[config.mk]
export PLATFORM = sky130hd
export DESIGN_NAME = gel_serial_compare_flat
export DESIGN_NICKNAME = d
export VERILOG_FILES = /design/src/rtl/gel_serial_compare_if.sv /design/src/rtl/gel_serial_compare.sv /design/src/flat_wrapper.sv
export SDC_FILE = /design/constraint.sdc
export NUM_CORES = 1
export LEC_CHECK = 0
export ABC_AREA = 0
export CORE_MARGIN = 2
export CORE_UTILIZATION = 43
export CTS_CLUSTER_SIZE = 10
export DETAILED_ROUTE_END_ITERATION = 12
export HOLD_SLACK_MARGIN = 0.15
export PLACE_DENSITY_LB_ADDON = 0.25
export SETUP_SLACK_MARGIN = 0.3
export SYNTH_ARGS = -nofsm -noshare
export SYNTH_HDL_FRONTEND = slang
export SYNTH_SLANG_ARGS = --single-unit
[constraint.sdc]
create_clock -name clk -period 2 [get_ports clk]
set_input_delay 0.3 -clock clk [delete_from_list [all_inputs] [get_ports clk]]
set_output_delay 0.3 -clock clk [all_outputs]
set_load 0.05 [all_outputs]
[src/rtl/gel_serial_compare_if.sv]
// Operand/result bundle for the bit-serial GEL comparator: the master issues start with A/B,
// the slave returns busy, a one-cycle done pulse, and the one-hot GEL result.
interface gel_serial_compare_if #(
  parameter int WIDTH = 8
);
  logic             start;
  logic [WIDTH-1:0] A;
  logic [WIDTH-1:0] B;
  logic [2:0]       GEL;
  logic             busy;
  logic             done;

  modport master (
    output start,
    output A,
    output B,
    input  GEL,
    input  busy,
    input  done
  );

  modport slave (
    input  start,
    input  A,
    input  B,
    output GEL,
    output busy,
    output done
  );
endinterface

[src/rtl/gel_serial_compare.sv]
// Bit-serial MSB-first magnitude compare producing one-hot GEL; done 2..WIDTH+1 cycles after start.
// start is ignored while busy; SIGNED_CMP_EN selects two's-complement operands.
module gel_serial_compare #(
  parameter int WIDTH = 8
) (
  input logic                 clk,
  input logic                 reset,
  gel_serial_compare_if.slave cmp
);

  localparam int IDX_W = (WIDTH > 1) ? $clog2(WIDTH) : 1;

  localparam logic [1:0] ST_IDLE = 2'b00;
  localparam logic [1:0] ST_RUN  = 2'b01;
  localparam logic [1:0] ST_DONE = 2'b10;

  localparam logic [2:0] GEL_GT   = 3'b100;
  localparam logic [2:0] GEL_EQ   = 3'b010;
  localparam logic [2:0] GEL_LT   = 3'b001;
  localparam logic [2:0] GEL_NONE = 3'b000;

  localparam logic [IDX_W-1:0] IDX_MSB  = IDX_W'(WIDTH - 1);
  localparam logic [IDX_W-1:0] IDX_ZERO = '0;
  localparam logic [IDX_W-1:0] IDX_ONE  = IDX_W'(1);

  logic [1:0]       state;
  logic [IDX_W-1:0] idx;
  logic [WIDTH-1:0] a_r;
  logic [WIDTH-1:0] b_r;
  logic [2:0]       gel_r;

  logic a_bit;
  logic b_bit;
  logic bits_differ;
  logic a_wins;

  always_comb begin
    a_bit       = a_r[idx];
    b_bit       = b_r[idx];
    bits_differ = a_bit ^ b_bit;
`ifdef SIGNED_CMP_EN
    // The sign bit carries negative weight, so a set bit there means the smaller operand.
    a_wins      = (idx == IDX_MSB) ? b_bit : a_bit;
`else
    a_wins      = a_bit;
`endif
  end

  // Operands are captured only on an accepted start; they need no reset.
  always_ff @(posedge clk) begin
    if (!reset && (state == ST_IDLE) && cmp.start) begin
      a_r <= cmp.A;
      b_r <= cmp.B;
    end
  end

  always_ff @(posedge clk) begin
    if (reset) begin
      state <= ST_IDLE;
      idx   <= IDX_ZERO;
      gel_r <= GEL_NONE;
    end else begin
      case (state)
        ST_IDLE: begin
          if (cmp.start) begin
            idx   <= IDX_MSB;
            state <= ST_RUN;
          end
        end
        ST_RUN: begin
          if (bits_differ) begin
            gel_r <= a_wins ? GEL_GT : GEL_LT;
            state <= ST_DONE;
          end else if (idx == IDX_ZERO) begin
            gel_r <= GEL_EQ;
            state <= ST_DONE;
          end else begin
            idx <= idx - IDX_ONE;
          end
        end
        ST_DONE: begin
          state <= ST_IDLE;
        end
        default: begin
          state <= ST_IDLE;
        end
      endcase
    end
  end

  assign cmp.GEL  = gel_r;
  assign cmp.busy = (state != ST_IDLE);
  assign cmp.done = (state == ST_DONE);

  gel_onehot_chk: assert property (@(posedge clk) $onehot0(gel_r));

endmodule

[src/flat_wrapper.sv]
// flat-port wrapper written by rule: the top's interface ports become plain ports
module gel_serial_compare_flat 
#(
  parameter int WIDTH = 8
)
  (clk, reset, cmp_start, cmp_A, cmp_B, cmp_GEL, cmp_busy, cmp_done);
  gel_serial_compare_if #(.WIDTH(WIDTH)) cmp_i ();
  input logic clk;
  input logic reset;
  input wire logic [$bits(cmp_i.start)-1:0] cmp_start;
  input wire logic [$bits(cmp_i.A)-1:0] cmp_A;
  input wire logic [$bits(cmp_i.B)-1:0] cmp_B;
  output wire logic [$bits(cmp_i.GEL)-1:0] cmp_GEL;
  output wire logic [$bits(cmp_i.busy)-1:0] cmp_busy;
  output wire logic [$bits(cmp_i.done)-1:0] cmp_done;
  assign cmp_i.start = cmp_start;
  assign cmp_i.A = cmp_A;
  assign cmp_i.B = cmp_B;
  assign cmp_GEL = cmp_i.GEL;
  assign cmp_busy = cmp_i.busy;
  assign cmp_done = cmp_i.done;
  gel_serial_compare #(.WIDTH(WIDTH)) u_core (.clk(clk), .reset(reset), .cmp(cmp_i));
endmodule
==> results of run 1 <==
==> worst max-delay path by stage <==
stage                                endpoint  slack (ns)  cells after the start
2_1_floorplan      u_core.idx[1]$_SDFFE_PP0P_        0.13                      8
3_3_place_gp       u_core.idx[1]$_SDFFE_PP0P_        0.06                      6
3_5_place_dp       u_core.idx[1]$_SDFFE_PP0P_       0.008                      6
4_1_cts        u_core.cmp.GEL[0]$_SDFFE_PP0P_        0.15                      6
5_1_grt            u_core.idx[0]$_SDFFE_PP0P_        0.02                      6
6_report           u_core.idx[0]$_SDFFE_PP0P_        0.15                      6
==> cell families (layout without fill, tap and decap cells) <==
| kind of cell | after synthesis | after routing | synth area share [%] |
|---|---|---|---|
| AO/OA/AOI/OAI | 9 | 9 | 6.83 |
| adder cells (fa/ha/maj) | 4 | 4 | 4.71 |
| AND/OR/NAND/NOR | 27 | 27 | 13.9 |
| buffers and inverters | 5 | 34 | 2.47 |
| multiplexers | 6 | 6 | 11.8 |
| flip-flops | 24 | 24 | 60.3 |
==> repair_timing <==
| item | CTS | global route |
|---|---|---|
| hold endpoints to repair | 0 | 0 |
| setup endpoints to repair | 13 | 9 |
| setup buffers | 1 | 1 |
| gates resized for setup | 15 | 9 |
| pin swaps | 4 | 5 |
==> per-stage QoR <==
stage	instance area, sq um	instances	setup slack, ns
after floorplan	1070	75	0.128
after global placement	1330	128	0.0555
after detailed placement	1330	128	0.00830
after CTS	1390	133	0.148
after global routing	1430	134	0.0216
final	1430	134	0.151
==> worst max-delay path: cells and delay by family (launching register included) <==
kind            cells  cell delay (ns)
flops               1             0.42
fa+ha+maj           1             0.23
mux                 1             0.52
compound gates      2             0.34
simple gates        2             0.23
==> flip-flops by register name (all words and copies together) (netlist names) <==
signal	count
u_core.state	2
u_core.b_r	8
u_core.cmp.GEL	3
u_core.idx	3
u_core.a_r	8
==> power by group through the flow <==
stage               sequential [mW]  clock, mW  combinational (mW)
floorplan                     0.625          0               0.256
global placement              0.620          0               0.329
detailed placement            0.623          0               0.337
CTS                           0.613      0.217               0.386
global route                  0.621      0.236               0.473
finish                        0.613      0.207               0.435
==> metal layers <==
layer | up-vias | GRT usage [%] | routed length, um
li1 | 340 | - | -
met1 | 324 | 14.6 | 738
met2 | 17 | 28.9 | 1030
met3 | 2 | 2.50 | 87
met4 | 0 | 6.41 | 15
met5 | - | 0 | 0
==> cells in the final DEF, fill, tap and decap left out, drive strengths merged <==
master          n
clkdlybuf4s50  18
edfxtp         16
dfxtp           8
nand2b          6
nand2           6
nor2b           5
buf             5
mux4            4
ha              4
clkbuf          4
dlygate4sd2     3
inv             2
nor2            2
mux2i           2
and2            2
nor3            2
a21oi           2
a311oi          2
a211oi          2
or2             1
nor3b           1
a31oi           1
o21ba           1
and3            1
nand4           1
a41o            1
clkinv          1
clkdlybuf4s15   1
==> area by class of cell <==
type	count	area, sq um
Clock buffer	3	22.5
Clock inverter	1	3.75
Fill cell	204	978
Inverter	2	7.51
Multi-Input combinational cell	46	452
Sequential cell	24	644
Tap cell	30	37.5
Timing Repair Buffer	28	264
==> impl_results.md, run 1 <==
* Status: finished, final reports clean
* Post-Route WL at 1870 um
* WHS at 0.484 ns
* Nets at 128
* Synth Warn # at 0
* Final setup vio count at 0
* Seq/Total Area, Yosys at between 60 and 70%
* Root buf cell: clkbuf_4
* Netlist cell types at 25
* PwrDens at between 800 and 900 nW/um^2
* Worst Hold Path EP: u_core.cmp.GEL[2]$_SDFFE_PP0P_
* R2R depth at 6
* Die height at between 50 and 60 um
* Top fanout value on the critical path at 6
* Hold path depth at 2
* H-tree Lvls at 1
* Req. time, crit path at around 2.2 ns
* Critical path startpoint category: register
* Die W at approximately 54 um
* Clock skew at 0.00678 ns
* RD Place Congestion at 0.806
* Starting density of the core at 44.1%
* Synthesis-to-finish area growth at 34.7%
* Core area at 2410 sq um
* Synth top area share at 45.2%
* Largest stage delay, worst path at around 0.52 ns
* Setup slack, reg-to-reg at 0.15 ns
* Largest net degree at the start of global routing at 17
* Max-Slew Margin vs Limit at 67.9%
* Max stage delay cell, worst path: mux4_2
* Cells after synthesis at 75
* RSZ-0062 raised after global routing: yes
* Internal cell power at 0.863 mW
* Setup TNS at 0 ns
* Clk buf depth at 2
* Top-count cell post-synth: edfxtp_1
* Top cells by area, synth: edfxtp_1 (45%), dfxtp_1 (15%), mux4_1 (9.9%), ha_1 (4.7%), nand2b_1 (3.5%)
* Initial DRC Count at 7
* Area of the die at ~2900 sq um
* Post-synth EDFFs at 16
* Total power draw at 1.26 mW
* Data arrival, critical path at 2.04 ns
* Port bufs at 23
* First-pass GRT wire length at 2950 um
* Hold path start: u_core.cmp.GEL[2]$_SDFFE_PP0P_
* Dominant cell type by area after synthesis: edfxtp_1
* Drt pass-1 iters at 4
* Worst-skew pair later-pin latency at roughly 0.3 ns
* Vias at 683
* Num ports at 24
* Worst slew pin tran at 0.483 ns
* Post-synthesis cell area at ~1100 sq um
* Min Tclk post-route at between 1.5 and 2 ns
* DR WL/cell at 13.9 um
* Final period utilization at 92.4%
* R2r endpoint: u_core.idx[0]$_SDFFE_PP0P_
* Hold Path Class: register to register
* Reg power frac at 48.8%
* Fmax at 0.541 GHz
* Leakage power at 0.515 nW
* Final Hold Viols at 0
* Clk network pwr share at approximately 17%
* Kind of critical path: register to register
* Max-Cap Viols at 0
* Final ANT Viol Nets at 0
* Share of post-route cells with drive strength above 1 at roughly 29%
* Comb pwr share at 34.7%
* Vias in the first global route at 716
* Synthesized Nets at 98
* Flops & latches, synth at 24
* Row count at 18
* Critical path capture point type: register
* Switching pwr at around 0.39 mW
* Post-synthesis async set-or-reset flop share at 0%
* Origin of the worst setup path: u_core.idx[1]$_SDFFE_PP0P_
* Drt via density at 5.10
* Clock sink count at 24
* Hold buffers post-CTS at 0
* Switching share of power at approximately 31%
* Overflow after GRT at 0
* Avg Cell Area, Syn at 14.2 sq um
* HPWL after detailed placement at 1310 um
* Ys flop type: edfxtp_1
* Ant diodes at 0
* Num CTS Buffers at 3
* Final core occ at 59.4%
* Cells along the critical path: mux4_2 > nand2_2 > and2_4 > ha_4 > a311oi_1 > a211oi_1
* Initial antenna violation count at 0
* Slew Limit Fails at 0
* DR DRC count at 0
* Max IR drop VDD at slightly above 0.0005 V
* CTS tree: done
* Worst-path clk slew at 0.13 ns
* All-Layer GR Usage at 14.6%
* Critical R2R Launch: u_core.idx[1]$_SDFFE_PP0P_
* Top cells by count, synth: edfxtp_1 (16), dfxtp_1 (8), nand2_1 (6), nand2b_1 (6), nor2b_1 (5)
Power figures use the tool's default switching activity.
==> run 2, diff against run 1 <==
Settings changed: CELL_PAD_IN_SITES_DETAIL_PLACEMENT from default to 0, CELL_PAD_IN_SITES_GLOBAL_PLACEMENT from default to 1, CORE_UTILIZATION 43 to 35, CTS_CLUSTER_DIAMETER from default to 50.
==> run 2 against run 1 <==
Effect of this change:
- via count is 0.88% higher
- cell count is 3.0% higher
- maximum frequency is 0.11% higher
- wire length is 3.5% lower
- critical path depth stayed put
- sequential cell count stayed put
- total power is 0.33% higher
- sequential share of layout area is 0.23 points lower
- highest routed layer unchanged
==> impl_results.md, run 2 (synthesized netlist as in run 1, its figures left out) <==
* Max stage delay cell, worst path: mux4_2 (unchanged)
* First-pass GRT wire length at 3170 um (was 2950 um)
* Clk buf depth at 2 (unchanged)
* Kind of critical path: register to register (unchanged)
* Met2 WL at 893 um (was 1030 um)
* RD Place Congestion at 0.837 (was 0.806)
* Overflow after GRT at 0 (unchanged)
* Final ANT Viol Nets at 0 (unchanged)
* Die height at 59.1 um (was 53.7 um)
* Comb pwr share at 34.1% (was 34.7%)
* Drt via density at 4.99 (was 5.10)
* Final period utilization at 92.3% (was 92.4%)
* Met3 wire len at 81 um (was 87 um)
* All-Layer GR Usage at 12.2% (was 14.6%)
* Starting density of the core at 37.5% (was 44.1%)
* Worst-path clk slew at 0.14 ns (was 0.13 ns)
* Row count at 19 (was 18)
* Area of the die at 3490 sq um (was 2880 sq um)
* Clock skew at 0.0189 ns (was 0.00678 ns)
* Largest stage delay, worst path at 0.52 ns (about the same)
* # fillers at 243 (was 204)
* Share of post-route cells with drive strength above 1 at 29.9% (was 28.8%)
* CTS tree: done (unchanged)
* Min Tclk post-route at 1.85 ns (about the same)
* Drt pass-1 iters at 4 (unchanged)
* Clk network pwr share at 17.4% (was 16.5%)
* HPWL after detailed placement at 1250 um (was 1310 um)
* Fmax at 0.542 GHz (was 0.541 GHz)
* Non-Filler Instances at 138 (was 134)
* Num CTS Buffers at 3 (unchanged)
* Initial DRC Count at 17 (was 7)
* Synthesis-to-finish area growth at 35.5% (was 34.7%)
* Critical path capture point type: register (unchanged)
* Setup TNS at 0 ns (unchanged)
* DR WL/cell at 13.1 um (was 13.9 um)
* Num ports at 24 (unchanged)
* Max-Cap Viols at 0 (unchanged)
* Clock sink count at 24 (unchanged)
* Routed metal-1 wirelength at 805 um (was 738 um)
* Status: finished, final reports clean (unchanged)
* Port bufs at 23 (unchanged)
* Worst slew pin tran at 0.486 ns (was 0.483 ns)
* Worst-skew pair later-pin latency at 0.31 ns (was 0.30 ns)
* Req. time, crit path at 2.19 ns (about the same)
* Placed cells at 129 (was 128)
* Top fanout value on the critical path at 6 (unchanged)
* Slew Limit Fails at 0 (unchanged)
* Initial antenna violation count at 0 (unchanged)
* Internal cell power at 0.874 mW (was 0.863 mW)
* Vias in the first global route at 709 (was 716)
* Largest net degree at the start of global routing at 17 (unchanged)
* Final setup vio count at 0 (unchanged)
* Reg power frac at 48.5% (was 48.8%)
* Final Hold Viols at 0 (unchanged)
* Max-Slew Margin vs Limit at 67.7% (was 67.9%)
* Commonest cells after routing, fill and taps aside: clkdlybuf4s50_1 (18), edfxtp_1 (16), buf_4 (9) (was clkdlybuf4s50_1 (18), edfxtp_1 (16), dfxtp_1 (7))
* Max Used Layer: met4 (unchanged)
* Most common cell after layout, fill and taps aside: clkdlybuf4s50_1 (unchanged)
* Leakage power at 0.523 nW (was 0.515 nW)
* DR DRC count at 0 (unchanged)
* Critical path buffer and inverter count at 0 (unchanged)
* Data arrival, critical path at 2.04 ns (about the same)
* Switching share of power at 30.6% (was 31.3%)
* Delay-heaviest family, CP: multiplexers (unchanged)
* H-tree Lvls at 1 (unchanged)
* PwrDens at 875 nW/um^2 (was 877 nW/um^2)
* Max IR drop VDD at 0.000370 V (was 0.000508 V)
* Root buf cell: clkbuf_4 (unchanged)
* Switching pwr at 0.385 mW (was 0.393 mW)
* RSZ-0062 raised after global routing: yes (unchanged)
* Critical path startpoint category: register (unchanged)
* Post-Route WL at 1800 um (was 1870 um)
* Core area at 2830 sq um (was 2410 sq um)
* Ant diodes at 0 (unchanged)
* Vias at 689 (was 683)
* Regs by FF count: u_core.a_r (8), u_core.b_r (8) (unchanged)
* Nets at 131 (was 128)
* Cells along the critical path: mux4_2 > nand2_2 > and2_4 > ha_4 > a311oi_1 > a211oi_2 (was mux4_2 > nand2_2 > and2_4 > ha_4 > a311oi_1 > a211oi_1)
* Hold Path Class: register to register (unchanged)
* Die W at 59.1 um (was 53.7 um)
run 2: changes by cell type in the layout (fill, tap and decap cells not counted), sizes merged:
cell and delta:
buf +4, clkinv -1
run 2: per-layer routing:
layer	global-route usage [%]	vias up
met5	0	-
met4	5.19	0
met3	2.40	2
met2	19.8	23
met1	15.8	323
li1	-	341
run 2: worst paths after layout:
path,slack [ns],endpoint,depth (start not counted),start
min,0.48,u_core.cmp.GEL[2]$_SDFFE_PP0P_,2,u_core.cmp.GEL[2]$_SDFFE_PP0P_
max reg2reg,0.15,u_core.idx[0]$_SDFFE_PP0P_,6,u_core.idx[1]$_SDFFE_PP0P_
min reg2reg,0.48,u_core.cmp.GEL[2]$_SDFFE_PP0P_,2,u_core.cmp.GEL[2]$_SDFFE_PP0P_
max,0.15,u_core.idx[0]$_SDFFE_PP0P_,6,u_core.idx[1]$_SDFFE_PP0P_
run 2: cell type report:
cell class	instances	area, sq um	share of cell area (%)
sequential	24	644	44.8
inverter	2	7.51	0.522
multi-input combinational	46	437	30.3
tap	31	38.8	2.70
timing repair buffer	31	285	19.8
clock buffer	4	26.3	1.83
run 2: repair_timing:
item,CTS,global route
endpoints found under the setup margin,12,8
pin swaps,4,4
setup buffers,5,0
gates resized for setup,14,4
hold buffers,0,0
run 2: metrics by stage:
stage          power (mW)  worst slack [ns]  utilization (%)  instance area [sq um]  hold slack [ns]
5_1_grt              1.34            0.0673             50.9                   1440            0.506
6_report             1.26             0.153             50.9                   1440            0.477
4_1_cts              1.24             0.127             50.2                   1420            0.484
2_1_floorplan       0.881             0.128                -                   1070            0.399
3_5_place_dp        0.957           0.00253             47.1                   1330            0.468
3_3_place_gp        0.952            0.0190             47.1                   1330            0.458
run 2: power by group through the flow:
stage          Combinational, mW  Sequential [mW]  Clock [mW]
3_5_place_dp               0.335            0.622           0
2_1_floorplan              0.256            0.625           0
5_1_grt                    0.465            0.621       0.251
4_1_cts                    0.409            0.612       0.223
3_3_place_gp               0.331            0.621           0
6_report                   0.429            0.612       0.219
run 2: worst min-delay path, delay by kind of cell, from the launching register on:
kind | cells | cell delay (ns)
flops | 1 | 0.33
simple gates | 1 | 0.06
mux | 1 | 0.05
==> run 3, diff against run 2 <==
Settings changed: SKIP_LAST_GASP from default to 1.
==> results of run 3 <==
The final DEF is identical to that of run 2; final timing and power are the same.
